[src/rtl/lcd_pkg.sv]
// Shared definitions for the HD44780-style LCD bus blocks (reader and write executor).
package lcd_pkg;

  typedef enum logic [1:0] {
    OP_STATUS = 2'd0,
    OP_DATA   = 2'd1,
    OP_POLL   = 2'd2,
    OP_RSVD   = 2'd3
  } lcd_op_e;

  typedef enum logic [2:0] {
    ST_IDLE   = 3'd0,
    ST_SETUP  = 3'd1,
    ST_E_HIGH = 3'd2,
    ST_GAP    = 3'd3,
    ST_DONE   = 3'd4
  } lcd_state_e;

  // Bus timing in 50 MHz clock cycles.
  localparam int          DEF_T_AS     = 3;
  localparam int          DEF_T_PW     = 13;
  localparam int          DEF_T_GAP    = 13;
  localparam logic [15:0] DEF_POLL_MAX = 16'd4100;
  localparam int          TMR_W        = 16;

endpackage

[src/rtl/lcd_cycle_timer.sv]
// Load/count-down phase timer; done is high while the count sits at zero.
module lcd_cycle_timer
  import lcd_pkg::*;
(
  input  logic             CLK,
  input  logic             RST,
  input  logic             load,
  input  logic [TMR_W-1:0] load_val,
  output logic             done
);

  logic [TMR_W-1:0] cnt_q, cnt_d;

  // NOTE: every always_comb output gets a default first, so no path can infer a latch.
  always_comb begin
    cnt_d = cnt_q;
    if (load)
      cnt_d = load_val;
    else if (cnt_q != '0)
      cnt_d = cnt_q - 1'b1;
  end

  // NOTE: sequential state uses non-blocking assignment so all flops see pre-edge values.
  always_ff @(posedge CLK or negedge RST) begin
    if (!RST) cnt_q <= '0;
    else      cnt_q <= cnt_d;
  end

  assign done = (cnt_q == '0);

endmodule

[src/rtl/lcd_reader.sv]
// LCD bus read sequencer: status read, data read and busy-flag polling with timeout.
module lcd_reader
  import lcd_pkg::*;
#(
  parameter int          T_AS     = DEF_T_AS,
  parameter int          T_PW     = DEF_T_PW,
  parameter int          T_GAP    = DEF_T_GAP,
  parameter logic [15:0] POLL_MAX = DEF_POLL_MAX
) (
  input  logic       CLK,
  input  logic       RST,
  input  logic       START,
  input  logic [1:0] OP,
  output logic       RDY,
  output logic [7:0] DOUT,
  output logic       BF,
  output logic [6:0] AC,
  output logic       VALID,
  output logic       TIMEOUT,
  output logic       LCD_RS,
  output logic       LCD_RW,
  output logic       LCD_E,
  input  logic [7:0] LCD_DB_IN,
  output logic       BUS_OWN
);

  localparam logic [TMR_W-1:0] LD_AS  = TMR_W'(T_AS - 1);
  localparam logic [TMR_W-1:0] LD_PW  = TMR_W'(T_PW - 1);
  localparam logic [TMR_W-1:0] LD_GAP = TMR_W'(T_GAP - 1);

  lcd_state_e       state_q, state_d;
  lcd_op_e          op_q, op_d;
  logic [15:0]      poll_q, poll_d;
  logic [7:0]       cap_q, cap_d;
  logic [7:0]       dout_q, dout_d;
  logic             bf_q, bf_d;
  logic [6:0]       ac_q, ac_d;
  logic             to_q, to_d;
  logic             tmr_load, tmr_done;
  logic [TMR_W-1:0] tmr_val;
  logic             last_poll;

  lcd_cycle_timer u_timer (
    .CLK      (CLK),
    .RST      (RST),
    .load     (tmr_load),
    .load_val (tmr_val),
    .done     (tmr_done)
  );

  // poll_q counts reads already retried, so the read just finished is number poll_q+1.
  assign last_poll = ({1'b0, poll_q} + 17'd1) >= {1'b0, POLL_MAX};

  always_ff @(posedge CLK or negedge RST) begin
    if (!RST) begin
      state_q <= ST_IDLE;
      op_q    <= OP_STATUS;
      poll_q  <= '0;
      cap_q   <= '0;
      dout_q  <= '0;
      bf_q    <= 1'b0;
      ac_q    <= '0;
      to_q    <= 1'b0;
    end else begin
      state_q <= state_d;
      op_q    <= op_d;
      poll_q  <= poll_d;
      cap_q   <= cap_d;
      dout_q  <= dout_d;
      bf_q    <= bf_d;
      ac_q    <= ac_d;
      to_q    <= to_d;
    end
  end

  always_comb begin
    state_d  = state_q;
    op_d     = op_q;
    poll_d   = poll_q;
    cap_d    = cap_q;
    dout_d   = dout_q;
    bf_d     = bf_q;
    ac_d     = ac_q;
    to_d     = to_q;
    tmr_load = 1'b0;
    tmr_val  = LD_AS;
    unique case (state_q)
      ST_IDLE: begin
        if (START && lcd_op_e'(OP) != OP_RSVD) begin
          op_d     = lcd_op_e'(OP);
          poll_d   = '0;
          to_d     = 1'b0;
          tmr_load = 1'b1;
          tmr_val  = LD_AS;
          state_d  = ST_SETUP;
        end
      end
      ST_SETUP: begin
        if (tmr_done) begin
          tmr_load = 1'b1;
          tmr_val  = LD_PW;
          state_d  = ST_E_HIGH;
        end
      end
      ST_E_HIGH: begin
        if (tmr_done) begin
          cap_d    = LCD_DB_IN;
          tmr_load = 1'b1;
          tmr_val  = LD_GAP;
          state_d  = ST_GAP;
        end
      end
      ST_GAP: begin
        if (tmr_done) begin
          if (op_q != OP_POLL || !cap_q[7] || last_poll) begin
            dout_d  = cap_q;
            to_d    = (op_q == OP_POLL) && cap_q[7];
            state_d = ST_DONE;
            if (op_q != OP_DATA) begin
              bf_d = cap_q[7];
              ac_d = cap_q[6:0];
            end
          end else begin
            poll_d   = (poll_q == 16'hFFFF) ? poll_q : poll_q + 16'd1;
            tmr_load = 1'b1;
            tmr_val  = LD_AS;
            state_d  = ST_SETUP;
          end
        end
      end
      ST_DONE: state_d = ST_IDLE;
      default: state_d = ST_IDLE;
    endcase
  end

  // Pins decode straight from the state so reset drops them without a clock edge.
  always_comb begin
    RDY     = (state_q == ST_IDLE);
    BUS_OWN = (state_q == ST_SETUP) || (state_q == ST_E_HIGH) || (state_q == ST_GAP);
    LCD_E   = (state_q == ST_E_HIGH);
    LCD_RW  = BUS_OWN;
    LCD_RS  = BUS_OWN && (op_q == OP_DATA);
    VALID   = (state_q == ST_DONE) && !to_q;
    TIMEOUT = (state_q == ST_DONE) && to_q;
  end

  assign DOUT = dout_q;
  assign BF   = bf_q;
  assign AC   = ac_q;

endmodule

[config.mk]
export PLATFORM = sky130hd
export DESIGN_NAME = lcd_reader
export DESIGN_NICKNAME = d
export VERILOG_FILES = /design/src/rtl/lcd_pkg.sv /design/src/rtl/lcd_cycle_timer.sv /design/src/rtl/lcd_reader.sv
export SDC_FILE = /design/constraint.sdc
export NUM_CORES = 1
export LEC_CHECK = 0
export ABC_CLOCK_PERIOD_IN_PS = 3500
export BUFFER_PORTS_ARGS = -buffer_cell sky130_fd_sc_hd__buf_4
export CAP_MARGIN = 20
export CORE_AREA = 2 2 80 82
export CTS_CLUSTER_DIAMETER = 150
export DETAILED_ROUTE_END_ITERATION = 6
export DIE_AREA = 0 0 82 84
export PLACE_DENSITY = 0.73
export SYNTH_ARGS = -nofsm -noshare
export SYNTH_HDL_FRONTEND = slang
export SYNTH_SLANG_ARGS = --single-unit
[constraint.sdc]
create_clock -name CLK -period 3.5 [get_ports CLK]
set_input_delay 0.35 -clock CLK [delete_from_list [all_inputs] [get_ports CLK]]
set_output_delay 0.35 -clock CLK [all_outputs]
set_load 0.05 [all_outputs]
# After elaboration in Yosys (flattened, before gate mapping)
# Index checks and enable logic that the tools add are counted.
dict set report word_totals {
  n_memories 0
  latch_bits 0
  romBits 0
  reg_bits 62
  in_bits 13
  elab_cells 78
  ram_bits 0
  output_inout_bits 23
}
dict set report op_classes {
  order_cmp 1
  eq_ne 17
  n_div 0
  muxes 24
  n_mul 0
  n_addsub 3
  bitwise_logic 0
  n_shift 0
  reduce_logical 24
}
# cell n
set ops {}
lappend ops {{two-way mux 16 bit} 6}
lappend ops {{one-hot mux 16 bit (2 select lines)} 1}
lappend ops {{adder 16 x 1 -> 17 bit, second input constant} 1}
lappend ops {{greater-or-equal comparator 17 x 13 -> 1 bit, second input constant} 1}
lappend ops {{adder 16 x 1 -> 16 bit, second input constant} 1}
lappend ops {{equality test 16 bit, second input constant} 1}
lappend ops {{logical NOT 16 bit} 1}
lappend ops {{nonzero test 16 bit} 1}
lappend ops {{subtractor 16 x 1 -> 16 bit, second input constant} 1}
lappend ops {{two-way mux 3 bit} 5}
lappend ops {{inequality test 2 bit, second input constant} 7}
lappend ops {{one-hot mux 3 bit (4 select lines)} 1}
lappend ops {{AND reduction 4 bit} 3}
lappend ops {{two-way mux 4 bit} 2}
lappend ops {{two-way mux 1 bit} 7}
lappend ops {{equality test 3 x 2 -> 1 bit, second input constant} 2}
lappend ops {{inequality test 2 x 1 -> 1 bit, second input constant} 3}
lappend ops {{logical AND 1 bit} 5}
lappend ops {{AND reduction 5 bit} 1}
lappend ops {{logical OR 1 bit} 4}
lappend ops {{AND reduction 2 bit} 2}
lappend ops {{nonzero test 2 bit} 2}
lappend ops {{equality test 3 x 1 -> 1 bit, second input constant} 1}
lappend ops {{equality test 3 bit, second input constant} 1}
lappend ops {{other kinds (8)} 9}

# Logic depth before layout (Yosys ltp)
# Gate-level depths: netlist of run 1.
dict set report logic_depth {
  word_depth 7
  ltp_mapped 11
  ltp_nobuf 9
}

# Hierarchy
# Synthesis of run 1 repeated with hierarchy kept, for this count alone.
dict set report hier_totals {
  hier_cells 333
  area_unflattened_um2 3505.9
}
# module cells_per_inst area_each_um2 seq_area_each_um2 n_inst
set modules_own_cells {}
lappend modules_own_cells {lcd_reader 226 2506.2 1151.1 1}
lappend modules_own_cells {lcd_cycle_timer 107 999.7 400.4 1}

# Worst setup path after synthesis of run 1
# OpenSTA, ideal clock, no wires.
dict set report synth_timing {
  path_kind {reg-to-reg}
  start {register u_timer.cnt_q[0]}
  end {register ac_q[0] (netlist: AC[0])}
  setup_time_ns 0.125
  period_less_slack_ns 2.708
  arrival_ns 2.584
  path_buffers 2
  stages_incl_launch_ff 11
  required_time_ns 3.375
  setup_slack_ns 0.792
  path_cell_list {dfrtp_1 -> inv_1 -> ha_1 -> or3b_1 -> or2_1 -> clkbuf_1 -> nor3_4 -> buf_6 -> nand2_4 -> a2111oi_4 -> mux2_2}
}
dict set report synth_via {
  elab_chain_len 2
}
# item line
set synth_rtl {}
lappend synth_rtl {{from (decl)} lcd_cycle_timer.sv:12} ;# logic [TMR_W-1:0] cnt_q, cnt_d;
lappend synth_rtl {{from (signal assigned)} lcd_cycle_timer.sv:26} ;# else cnt_q <= cnt_d;
lappend synth_rtl {{logical NOT 16 bit} lcd_cycle_timer.sv:29} ;# assign done = (cnt_q == '0);
lappend synth_rtl {{AND reduction 4 bit (no line)} n/a}
lappend synth_rtl {{to (signal assigned)} lcd_reader.sv:62} ;# ac_q <= '0;
lappend synth_rtl {{to (signal assigned)} lcd_reader.sv:71} ;# ac_q <= ac_d;
lappend synth_rtl {{to (decl)} lcd_reader.sv:37} ;# logic [6:0] ac_q, ac_d;
# No other way between the ends.
# A chain may end at the register's enable or synchronous reset.

# Worst setup path after layout of run 1
dict set report layout_timing {
  start {register poll_q[3]}
  end {register ac_q[5] (netlist: AC[5])}
}
dict set report layout_via {
  elab_chain_len 4
}
# item line
set layout_rtl {}
lappend layout_rtl {{from (decl)} lcd_reader.sv:33} ;# logic [15:0] poll_q, poll_d;
lappend layout_rtl {{from (signal assigned)} lcd_reader.sv:67} ;# poll_q <= poll_d;
lappend layout_rtl {{adder 16 x 1 -> 17 bit} lcd_reader.sv:52} ;# assign last_poll = ({1'b0, poll_q} + 17'd1) >= {1'b0, POLL_MAX};
lappend layout_rtl {{greater-or-equal comparator 17 x 13 -> 1 bit} lcd_reader.sv:52}
lappend layout_rtl {{logical OR 1 bit} lcd_reader.sv:115} ;# if (op_q != OP_POLL || !cap_q[7] || last_poll) begin
lappend layout_rtl {{AND reduction 4 bit (no line)} n/a}
# No other way between the ends.

==> run summary, run 1 <==
The final setup violation count is 0. The critical-path maximum fanout is 11. The final layout contains routed wiring with a total length of 6.51 mm. The clock insertion delay at the later pin of the skew report came out at 350 ps. The count of cells in the finished layout, fillers not included, comes to 413. The die covers 0.00689 mm2. In the routed design, unresolved DRC markers number 0. The antenna cell count came out at 0. The distinct cell type count of the synthesized netlist came out at 47. Synthesis inferred 62 register bits. In the layout the commonest cells are sky130_fd_sc_hd__dfrtp_1, sky130_fd_sc_hd__buf_4, sky130_fd_sc_hd__mux2_2. The detail-routed via count per cell came out at 5.62. The all-layer global routing usage is 0.215. The placeable core region came out at 0.00610 mm2. The slowest stage of the critical path belongs to the cell sky130_fd_sc_hd__or4_1. The synthesized netlist occupies a cell area of 0.00319 mm2. Among cell families on the critical path, the largest total delay comes from simple AND/OR/NAND/NOR gates. The count of H-tree levels built during CTS is 3.

The number of hold buffers added after CTS was 0. For this design the top-level I/O count stands at 36. The worst path required time came out at 3730 ps. For this run, the register share of the synthesized area comes to 0.486. The worst register-to-register path ends at AC[5]$_DFFE_PN0P_. STA classifies the critical path endpoint as a register. After clock tree synthesis, the repair step resized 0 gates. The flow ran to the end, and the final reports show no timing, DRC or antenna violations. The post-route worst setup slack is 535 ps. For this run, the detailed router's first-pass iteration total came to 4. Across all register-to-register paths, the minimum setup slack is 530 ps. The achievable clock frequency came out at 337 MHz. The fraction of final layout cells sized beyond drive strength 1 is 0.280. The final net count came out at 347. The routed length per instance is 15.8 um.

The internal power came out at 0.00107 W. After clock tree synthesis, the setup repair step added 0 buffers. The number of global-route vias before repair came out at 2318. The worst pin sits at a relative slew slack of 0.484. The clock slew seen by the registers of the worst setup and hold paths came out at 80 ps. Dividing total power by cell area gives a power density of 378 mW/mm2.

The part of the cycle the worst path needs is 0.847. The count of endpoints failing hold in the final timing report is 0. The layout-stage area growth over the synthesis result came out at 14.7%. The post-synthesis async set-or-reset flop share came out at 1.00. For this run, the slowest stage of the critical path takes 600 ps. The count of filler cells inserted in the layout is 499. The number of enable-type register cells in the synthesized netlist came out at 0. The row count is 29.

The vertical die dimension is 84 um. The clock buffer count from CTS is 9. Clock skew on the completed layout was measured at 12.8 ps. The weighted congestion reported at the end of routability-driven placement is 0.881. The total buffers and inverters traversed by the critical path is 0. After routing, the total negative slack on setup checks comes to 0 ps.

After the first detailed-routing iteration, the DRC count stood at 116. The sequential power share came out at 0.518. The synthesis warning total came out at 0. The share of total power dissipated in the clock network is 0.463. The initial antenna violation count was 0.

The data arrival at the endpoint of the critical path is 3200 ps. The final count of pins violating max slew was 0. The signal on the critical path passes through nand4_2 > or4_1 > or2_1 > nand2_1 > a21oi_2 > a2111oi_4 > mux2_2. The category of the most critical setup path is reg -> reg. CTS placed an instance of sky130_fd_sc_hd__clkbuf_8 at the clock tree root. The CTS tree is done.

After detailed placement, the design holds a cell count of 397. The transition time at the pin with the least slew margin is 774 ps. The final critical-path required period came out at 2970 ps. The initial utilization of the core area, before any placement, comes to 0.523. Once detailed placement completed, the half-perimeter wirelength came to 4.34 mm.

Setup repair after global routing left no endpoint under its margin. The global-route congestion overflow total came out at 0. The number of buffer cells added on primary ports is 35. The type of the tightest min-delay check is in -> async.

The number of cell instances on the worst register-to-register path is 7. The net switching share of the total power is 0.223. OpenSTA, run right after detailed placement, puts the worst setup slack at 541 ps. The net count of the mapped netlist is 317.

The startpoint kind of the worst setup timing path is a register. In this run the critical register-to-register path is launched from poll_q[3]$_DFFE_PN0P_. The share of total power dissipated in combinational logic is 0.018. The number of clock sinks came out at 62. The total via count in the routed design came out at 2322. The post-synthesis cell count came out at 301. The peak ir drop on the vdd network is 315 uV.

The analysis attributes to cell leakage a power of 1.73 nW. The net switching power of the design came out at 0.000308 W. For this run, the leading register cell type out of synthesis is sky130_fd_sc_hd__dfrtp_1. The horizontal die dimension is 82 um. Entering global routing, the biggest net connects 63 pins. Max-cap violations in this run came to 0. The final antenna-violating net count is 0. Leaving out fill and tap cells, the most frequent cell in the layout is sky130_fd_sc_hd__dfrtp_1. The wire length of the first global-routing pass came out at 11.3 mm.

The deepest clock path buffer count is 2. The tightest hold path in the finished design has a slack of 68.9 ps. A synthesized cell averages 10.6 um2.
## synthesized netlist by cell type, types with 2 or more instances
| cell type | count | area [um2] |
|---|---|---|
| sky130_fd_sc_hd__o21ai_0 | 10 | 50.1 |
| sky130_fd_sc_hd__inv_1 | 6 | 22.5 |
| sky130_fd_sc_hd__a21o_1 | 10 | 75.1 |
| sky130_fd_sc_hd__nand2b_1 | 7 | 43.8 |
| sky130_fd_sc_hd__a22o_1 | 2 | 17.5 |
| sky130_fd_sc_hd__buf_2 | 3 | 15.0 |
| sky130_fd_sc_hd__or3_1 | 10 | 62.6 |
| sky130_fd_sc_hd__xor2_1 | 6 | 52.6 |
| sky130_fd_sc_hd__or4_1 | 2 | 15.0 |
| sky130_fd_sc_hd__ha_1 | 3 | 37.5 |
| sky130_fd_sc_hd__and3_1 | 5 | 31.3 |
| sky130_fd_sc_hd__dfrtp_1 | 62 | 1550 |
| sky130_fd_sc_hd__nor4_1 | 6 | 37.5 |
| sky130_fd_sc_hd__nand3_1 | 12 | 60.1 |
| sky130_fd_sc_hd__buf_4 | 6 | 45.0 |
| sky130_fd_sc_hd__clkbuf_1 | 8 | 30.0 |
| sky130_fd_sc_hd__nor2_1 | 24 | 90.1 |
| sky130_fd_sc_hd__nor3_4 | 2 | 32.5 |
| sky130_fd_sc_hd__or2_1 | 2 | 12.5 |
| sky130_fd_sc_hd__a21oi_1 | 14 | 70.1 |
| sky130_fd_sc_hd__mux2i_1 | 3 | 30.0 |
| sky130_fd_sc_hd__nor3_1 | 12 | 60.1 |
| sky130_fd_sc_hd__mux2_2 | 27 | 304 |
| sky130_fd_sc_hd__nand3b_1 | 2 | 15.0 |
| sky130_fd_sc_hd__nand2_1 | 20 | 75.1 |
| sky130_fd_sc_hd__buf_6 | 2 | 22.5 |
| sky130_fd_sc_hd__or2_2 | 4 | 25.0 |
| sky130_fd_sc_hd__xnor2_1 | 12 | 105 |
## area by class of cell
class                      count  area [um2]  share of cell area
inverter                       6        22.5             0.00616
sequential                    62        1550               0.424
multi-input combinational    214        1500               0.411
clock inverter                 5        58.8              0.0161
clock buffer                  11         141              0.0386
tap                           77        96.3              0.0263
timing repair buffer          38         285              0.0780
## worst reg2reg max path: stages, from the launching register on
cell and delay (ps):
sky130_fd_sc_hd__dfrtp_1 530, sky130_fd_sc_hd__nand4_2 280, sky130_fd_sc_hd__or4_1 600, sky130_fd_sc_hd__or2_1 240
sky130_fd_sc_hd__nand2_1 100, sky130_fd_sc_hd__a21oi_2 110, sky130_fd_sc_hd__a2111oi_4 570, sky130_fd_sc_hd__mux2_2 420
## state kept, by name, summed over array words and instances, names as in the netlist
signal         cells
BF                 1
poll_q            16
state_q            3
u_timer.cnt_q     16
op_q               2
AC                 7
DOUT               8
cap_q              8
to_q               1
## power groups by stage
stage	Sequential [W]	Clock (W)	Combinational (W)
final	0.000716	0.000640	0.0000253
after global routing	0.000716	0.000683	0.0000294
after CTS	0.000716	0.000650	0.0000267
after detailed placement	0.000730	0	0.0000266
after global placement	0.000730	0	0.0000260
after floorplan	0.000730	0	0.000000888
## per-layer routing
layer | global-route usage | wire length [um]
met1 | 0.304 | 3090
met3 | 0.0552 | 343
met5 | 0 | 0
met4 | 0.0909 | 122
met2 | 0.313 | 2950
## cell families (layout without fill, tap and decap cells)
logic type | Yosys count | in the layout | share of synthesized area
mux | 30 | 30 | 0.105
flops | 62 | 62 | 0.486
fa+ha+maj | 3 | 3 | 0.0118
simple gates | 116 | 116 | 0.200
buf+inv | 25 | 60 | 0.0424
compound gates | 47 | 47 | 0.106
xor+xnor | 18 | 18 | 0.0494
## stage by stage
stage               utilization  area (um2)  total power, W
global placement          0.567        3460        0.000756
floorplan                     -        3190        0.000731
global route              0.600        3660         0.00143
finish                    0.600        3660         0.00138
CTS                       0.600        3660         0.00139
detailed placement        0.567        3460        0.000756
## worst max-delay path by stage
stage | from | end | slack [ps] | cells after the start
after floorplan | u_timer.cnt_q[0]$_DFFE_PN0P_ | AC[0]$_DFFE_PN0P_ | 790 | 10
after global placement | u_timer.cnt_q[0]$_DFFE_PN0P_ | cap_q[7]$_DFFE_PN0P_ | 630 | 7
after detailed placement | poll_q[3]$_DFFE_PN0P_ | AC[0]$_DFFE_PN0P_ | 540 | 7
after CTS | poll_q[3]$_DFFE_PN0P_ | AC[5]$_DFFE_PN0P_ | 530 | 7
after global routing | poll_q[3]$_DFFE_PN0P_ | DOUT[4]$_DFFE_PN0P_ | 340 | 7
final | poll_q[3]$_DFFE_PN0P_ | AC[5]$_DFFE_PN0P_ | 530 | 7
(Power assumes the default switching activity.)
==> run 2: changes to the inputs <==
--- a/config.mk
+++ b/config.mk
@@ -5,14 +5,14 @@
 export SDC_FILE = /design/constraint.sdc
 export NUM_CORES = 1
 export LEC_CHECK = 0
-export ABC_CLOCK_PERIOD_IN_PS = 3500
+export ABC_CLOCK_PERIOD_IN_PS = 2600
 export BUFFER_PORTS_ARGS = -buffer_cell sky130_fd_sc_hd__buf_4
 export CAP_MARGIN = 20
-export CORE_AREA = 2 2 80 82
+export CORE_AREA = 2 2 81 83
 export CTS_CLUSTER_DIAMETER = 150
 export DETAILED_ROUTE_END_ITERATION = 6
-export DIE_AREA = 0 0 82 84
-export PLACE_DENSITY = 0.73
+export DIE_AREA = 0 0 83 85
+export PLACE_DENSITY = 0.75
 export SYNTH_ARGS = -nofsm -noshare
 export SYNTH_HDL_FRONTEND = slang
 export SYNTH_SLANG_ARGS = --single-unit
==> constraint.sdc (replaced) <==
create_clock -name CLK -period 2.6 [get_ports CLK]
set_input_delay 0.26 -clock CLK [delete_from_list [all_inputs] [get_ports CLK]]
set_output_delay 0.26 -clock CLK [all_outputs]
set_load 0.05 [all_outputs]
==> run 2 against run 1 <==
The flow now finishes with violations (negative hold slack, negative setup slack); cell count up 7.0%; combinational power up 36%; final area up 9.5%.
==> run summary, run 2 (synthesized netlist as in run 1, its figures left out) <==
The pin count of the biggest net entering global routing came out at 63 (unchanged). The starting DRC count in detailed routing is 151 (+30%). The total of max-cap violations is 0 (unchanged).

The part of the cycle the worst path needs came out at 1.01 (+0.165). The count of pins on the block boundary came out at 36 (unchanged). The weighted congestion reported at the end of routability-driven placement came out at 0.857 (-2.8%).

The placeable core region came to 0.00620 mm2 (+1.8%). The area of the die is 0.00706 mm2 (+2.4%). The final net count is 376 (+8.4%). The achievable clock frequency came out at 380 MHz (+13%). The clock insertion delay at the later pin of the skew report is 330 ps (-20 ps). STA classifies the critical path startpoint as a register. The total DRC errors in the routed layout came to 0 (unchanged). In the final layout, the registers with the most flip-flops are poll_q: 16 flops, u_timer.cnt_q: 16 flops. The global-route congestion overflow total was 0 (unchanged). The routed length per instance came out at 15.8 um (+0.53%). The endpoint kind of the worst setup timing path is a register. The CTS tree is done. The final setup violation count is 8 (+8).

The leakage component of the power came out at 1.90 nW (+10%). The detail-routed via count per cell is 5.55 (-1.2%). The final wirelength is 7.00 mm (+7.6%). The worst slack on hold paths is -0.943 ps (-69.9 ps).

The final critical-path required period came out at 2630 ps (-334 ps). Setup repair after global routing could not meet its margin everywhere. The critical-path maximum fanout is 8 (-3). The number of global-route vias before repair came out at 2491 (+7.5%).

The count of endpoints failing hold in the final timing report is 4 (+4). The layout-stage area growth over the synthesis result is 25.6%. The effective utilization at floorplan came to 0.514 (-0.00918). The run finished, with violations left.

The largest clock skew in the final design is 7.26 ps (-5.58 ps). The clock buffer count from CTS is 9 (unchanged). The wire length of the first global-routing pass came out at 11.9 mm (+5.1%). The count of H-tree levels built during CTS is 3 (unchanged). The row count is 29 (unchanged). The clock slew seen by the registers of the worst setup and hold paths came out at 70 ps (about the same).

The antenna cell count came out at 0 (unchanged). The all-layer global routing usage is 0.210 (-0.00579). The total negative slack came out at -209 ps (-209 ps). The iteration count of the initial detailed-routing pass was 4 (unchanged). The fraction of final layout cells sized beyond drive strength 1 is 0.370 (+0.0901).

The number of clock sinks is 62 (unchanged). The worst path required time was 2820 ps (-910 ps). The half-perimeter wire length of the detailed placement result is 4.69 mm (+8.0%). The remaining max-slew budget at the tightest pin came out at 0.481 (-0.00294). The deepest clock path buffer count is 2 (unchanged). The final reports fail on negative hold slack, negative setup slack. The final count of pins violating max slew came out at 0 (unchanged).

The min-delay analysis places its worst path in the category in -> async. The vertical die dimension came out at 85 um (+1.2%). The count of filler cells inserted in the layout was 432 (-13%). The data arrival at the endpoint of the critical path is 2850 ps (-350 ps). The number of cell instances on the worst register-to-register path came out at 7 (unchanged). In the layout the commonest cells are sky130_fd_sc_hd__dfrtp_1, sky130_fd_sc_hd__buf_4, sky130_fd_sc_hd__nor2_1. The total via count in the routed design was 2454 (+5.7%).

The horizontal die dimension came to 83 um (+1.2%). The power per cell area came out at 468 mW/mm2 (+24%). The critical path in this run is classified as reg -> reg. The transition time at the pin with the least slew margin is 778 ps (+4.41 ps). The initial antenna violation count was 0 (unchanged). The post-route worst setup slack came out at -31.6 ps (-566 ps).

The peak ir drop on the vdd network came out at 501 uV (+59%). The number of buffer cells added on primary ports is 35 (unchanged). The final antenna-violating net count is 0 (unchanged).

The cell sitting at the root of the clock tree is a sky130_fd_sc_hd__clkbuf_8.
[run 2: cell types whose count changed in the layout (fill, tap and decap cells not counted), sizes merged]
cell	before	now
buf	38	66
clkinv	2	0
and2	1	2
clkbuf	11	12
inv	6	7
[run 2: final timing paths]
check	from	slack (ps)	end
max in group asynchronous	RST	2080	AC[3]$_DFFE_PN0P_
hold / removal	RST	-0.9	poll_q[9]$_DFFE_PN0P_
min in group CLK	LCD_DB_IN[6]	150	cap_q[6]$_DFFE_PN0P_
hold reg to reg	DOUT[1]$_DFFE_PN0P_	520	DOUT[1]$_DFFE_PN0P_
setup reg to reg	u_timer.cnt_q[10]$_DFFE_PN0P_	-30	AC[6]$_DFFE_PN0P_
setup / recovery	u_timer.cnt_q[10]$_DFFE_PN0P_	-30	AC[6]$_DFFE_PN0P_
[run 2: per-stage QoR]
stage / total power (W) / instance area, um2 / std cells / utilization / setup WS (ps)
5_1_grt: 0.00194 / 4010 / 442 / 0.645 / -120
2_1_floorplan: 0.000984 / 3230 / 301 / - / -70.6
3_3_place_gp: 0.00102 / 3690 / 421 / 0.594 / 15.2
4_1_cts: 0.00189 / 3920 / 437 / 0.631 / -13.5
6_report: 0.00187 / 4010 / 442 / 0.645 / -31.6
3_5_place_dp: 0.00102 / 3690 / 421 / 0.594 / -12.5
[run 2: worst max-delay path, cell delays in order, from the launching register on]
cell	delay [ps]
sky130_fd_sc_hd__dfrtp_1	400
sky130_fd_sc_hd__or4_4	550
sky130_fd_sc_hd__or3_4	380
sky130_fd_sc_hd__nor3_4	300
sky130_fd_sc_hd__nand2_4	100
sky130_fd_sc_hd__a2111oi_4	230
sky130_fd_sc_hd__buf_6	190
sky130_fd_sc_hd__mux2_2	340
[run 2: timing repair]
item,4_1_cts,5_1_grt
setup buffers,0,4
setup endpoints to repair,25,42
cloned,0,1
pin swaps,0,6
gates resized for setup,6,14
hold buffers,0,0
[run 2: metal layers]
layer  part of all wire  vias up  routed length (um)  global-route usage
li1                   -     1181                   -                   -
met5                  0        -                   0                   0
met4              0.012        0                  82              0.0596
met2               0.48       59                3350               0.337
met1               0.46     1206                3220               0.278
met3              0.051        8                 354              0.0642
[run 2: area by class of cell]
type                            count  area [um2]  share of cell area
Clock inverter                      4        53.8              0.0134
Inverter                            6        22.5             0.00562
Multi-Input combinational cell    215        1600               0.399
Tap cell                           77        96.3              0.0241
Clock buffer                       12         155              0.0387
Sequential cell                    62        1550               0.387
Timing Repair Buffer               66         528               0.132
[run 2: where the power goes]
group / internal (W) / switching, W / total (W) / leakage, nW
combinational: 0.0000120 / 0.0000225 / 0.0000345 / 1.01
clock: 0.000499 / 0.000376 / 0.000874 / 0.0992
sequential: 0.000964 / 0 / 0.000964 / 0.790
total: 0.00147 / 0.000398 / 0.00187 / 1.90
==> run 3: changes to the inputs <==
--- a/config.mk
+++ b/config.mk
@@ -13,6 +13,7 @@
 export DETAILED_ROUTE_END_ITERATION = 6
 export DIE_AREA = 0 0 83 85
 export PLACE_DENSITY = 0.75
+export SETUP_SLACK_MARGIN = 0.15
 export SYNTH_ARGS = -nofsm -noshare
 export SYNTH_HDL_FRONTEND = slang
 export SYNTH_SLANG_ARGS = --single-unit
==> run 3 against run 2 <==
The flow finishes with violations (negative hold slack); sequential share of layout area is 2.5 points lower; first-iteration DRC count fell by 9.3%; critical path depth is the same; final area up 6.9%; cell count up 3.2%; total power increased by 5.0%; count of clock-buffer cells in the layout is 2 lower; global-route usage shrank 0.26 points; sequential power hardly changed; sequential cell count is the same; largest cell class unchanged; largest power group is now the clock network; highest routed layer unchanged.
==> run summary, run 3 (synthesized netlist as in run 1, its figures left out) <==
The peak ir drop on the vdd network is 499 uV (-0.42%). The deepest clock path buffer count came out at 2 (unchanged). Walking the worst path, the cells encountered are or4_4 > or3_4 > nor3_4 > nand2_4 > a2111oi_4 > buf_4 > mux2_2. The row count came out at 29 (unchanged). The vertical die dimension came out at 85 um (unchanged). Setup repair after global routing could not meet its margin everywhere. The endpoint kind of the worst setup timing path is a register.

The clock insertion delay at the later pin of the skew report came out at 340 ps (about the same). The most common cell after layout, fill and taps aside is sky130_fd_sc_hd__buf_4. The total via count in the routed design is 2544 (+3.7%). The post-route worst setup slack is 5.03 ps (+36.6 ps). The checks that failed: negative hold slack.

The instance area at placement is 0.00375 mm2 (+1.8%). The placeable core region came to 0.00620 mm2 (unchanged). The final count of pins violating max slew came out at 0 (unchanged). The startpoint kind of the worst setup timing path is a register. The weighted congestion reported at the end of routability-driven placement is 0.789 (-7.9%). Among cell families on the critical path, the largest total delay comes from simple AND/OR/NAND/NOR gates. The clock slew seen by the registers of the worst setup and hold paths came out at 80 ps (about the same). The final critical-path required period is 2590 ps (-36.6 ps). The remaining max-slew budget at the tightest pin was 0.485 (+0.00423). The setup slack after placement came out at 9.03 ps (+21.6 ps). The leakage component of the power came out at 2.05 nW (+8.0%). The clock buffer count from CTS is 9 (unchanged). The detail-routed via count per cell came to 5.58 (+0.48%). The half-perimeter wire length of the detailed placement result came out at 4.62 mm (-1.5%).

The achievable clock frequency is 385 MHz (+1.4%). The initial antenna violation count is 0 (unchanged). The area growth from synthesis to layout is 34.2%.

The worst path required time came out at 2830 ps (about the same). The fraction of final layout cells sized beyond drive strength 1 was 0.422 (+0.0523). The number of buffer cells added on primary ports is 35 (unchanged). The data arrival at the endpoint of the critical path came to 2820 ps (-30 ps). The category of the most critical setup path is reg -> reg. The antenna cell count came out at 0 (unchanged). In the layout the commonest cells are sky130_fd_sc_hd__buf_4, sky130_fd_sc_hd__dfrtp_1, sky130_fd_sc_hd__nor2_1. In the final layout, the registers with the most flip-flops are poll_q: 16 flops, u_timer.cnt_q: 16 flops. The number of clock sinks came out at 62 (unchanged). The final antenna-violating net count came out at 0 (unchanged).

The iteration count of the initial detailed-routing pass came out at 4 (unchanged). The power per cell area is 460 mW/mm2 (-1.7%). The maximum cell stage delay along the critical path is 540 ps (about the same). The final wirelength is 7.64 mm (+9.1%). The critical-path maximum fanout is 5 (-3). The routed length per instance came out at 16.8 um (+5.8%). The share of the core filled with cells is 0.690 (+0.0444). CTS placed an instance of sky130_fd_sc_hd__clkbuf_8 at the clock tree root. The finished layout cell area came out at 0.00428 mm2 (+6.9%). The count of pins on the block boundary is 36 (unchanged). The part of the cycle the worst path needs is 0.998 (-0.0141). The largest clock skew in the final design is 15.8 ps (+8.56 ps). The CTS tree is done. The final net count is 390 (+3.7%). The count of H-tree levels built during CTS is 3 (unchanged).

The count of endpoints failing hold in the final timing report was 4 (unchanged). The number of global-route vias before repair was 2557 (+2.6%). The type of the tightest min-delay check is in -> async. The wire length of the first global-routing pass was 11.8 mm (-1.1%). Among all stages on the critical path, the largest delay is contributed by sky130_fd_sc_hd__or4_4.

The total DRC errors in the routed layout is 0 (unchanged). The pin count of the biggest net entering global routing came out at 63 (unchanged). The total buffers and inverters traversed by the critical path came out at 1 (unchanged). The starting DRC count in detailed routing came out at 137 (-9.3%).

The area of the die came out at 0.00706 mm2 (unchanged). The hold-fix buffer count after cts is 0 (unchanged). The total of max-cap violations came out at 0 (unchanged). The transition time at the pin with the least slew margin is 772 ps (-6.35 ps).

The all-layer global routing usage came to 0.207 (-0.00263). The effective utilization at floorplan was 0.514 (unchanged). The worst slack on hold paths is -14.3 ps (-13.4 ps). The final setup violation count is 0 (-8). The overall power after layout is 0.00197 W (+5.0%). The global-route congestion overflow total came out at 0 (unchanged). The horizontal die dimension is 83 um (unchanged). The flow ran to the end, but the final reports show violations.
[run 3: cell count changes in the layout (fill, tap and decap cells not counted), moves of 2 or more]
cell	previous run	this run
sky130_fd_sc_hd__mux2_4	9	22
sky130_fd_sc_hd__or4_4	1	3
sky130_fd_sc_hd__mux2_2	18	5
sky130_fd_sc_hd__or3_4	2	4
sky130_fd_sc_hd__or4_1	2	0
sky130_fd_sc_hd__buf_4	62	72
sky130_fd_sc_hd__nand2_1	19	17
sky130_fd_sc_hd__buf_6	2	5
sky130_fd_sc_hd__or3_1	9	7
sky130_fd_sc_hd__nand2_2	1	3
[run 3: final timing paths]
check,start,cells past startpoint,slack (ps),to
worst min register to register,DOUT[4]$_DFFE_PN0P_,1,520,DOUT[4]$_DFFE_PN0P_
max in group asynchronous,RST,1,2090,poll_q[14]$_DFFE_PN0P_
worst max-delay path,u_timer.cnt_q[10]$_DFFE_PN0P_,7,5,AC[2]$_DFFE_PN0P_
worst max register to register,u_timer.cnt_q[10]$_DFFE_PN0P_,7,5,AC[2]$_DFFE_PN0P_
min in group CLK,LCD_DB_IN[6],2,140,cap_q[6]$_DFFE_PN0P_
worst min-delay path,RST,1,-10,poll_q[11]$_DFFE_PN0P_
[run 3: area by class of cell]
| cell class | instances | area (um2) |
|---|---|---|
| flip-flops and latches | 62 | 1550 |
| repair buffers | 80 | 652 |
| well taps | 77 | 96.3 |
| fillers | 441 | 1920 |
| inverters | 6 | 22.5 |
| multi-input cells | 215 | 1730 |
| clock inverters | 6 | 92.6 |
| clock buffers | 10 | 138 |
[run 3: what timing repair did]
action	CTS	global route
setup endpoints to repair	57	58
gates resized for setup	7	32
setup buffers	9	8
cloned	0	1
pin swaps	1	14
[run 3: stage by stage]
step,cells,TNS (ps)
floorplan,301,-982
global placement,422,0
detailed placement,422,0
CTS,447,0
global route,456,-279
finish,456,0
[run 3: per-layer routing]
| metal | GRT usage | vias up | share of wire |
|---|---|---|---|
| met2 | 0.353 | 63 | 0.52 |
| met1 | 0.249 | 1262 | 0.41 |
| met3 | 0.0516 | 15 | 0.046 |
| met4 | 0.0939 | 0 | 0.020 |
| met5 | 0 | - | 0 |
| li1 | - | 1204 | - |
[run 3: power by group]
part	internal (W)	switching, W
logic	0.0000120	0.0000229
registers	0.000964	0
clock network	0.000570	0.000398
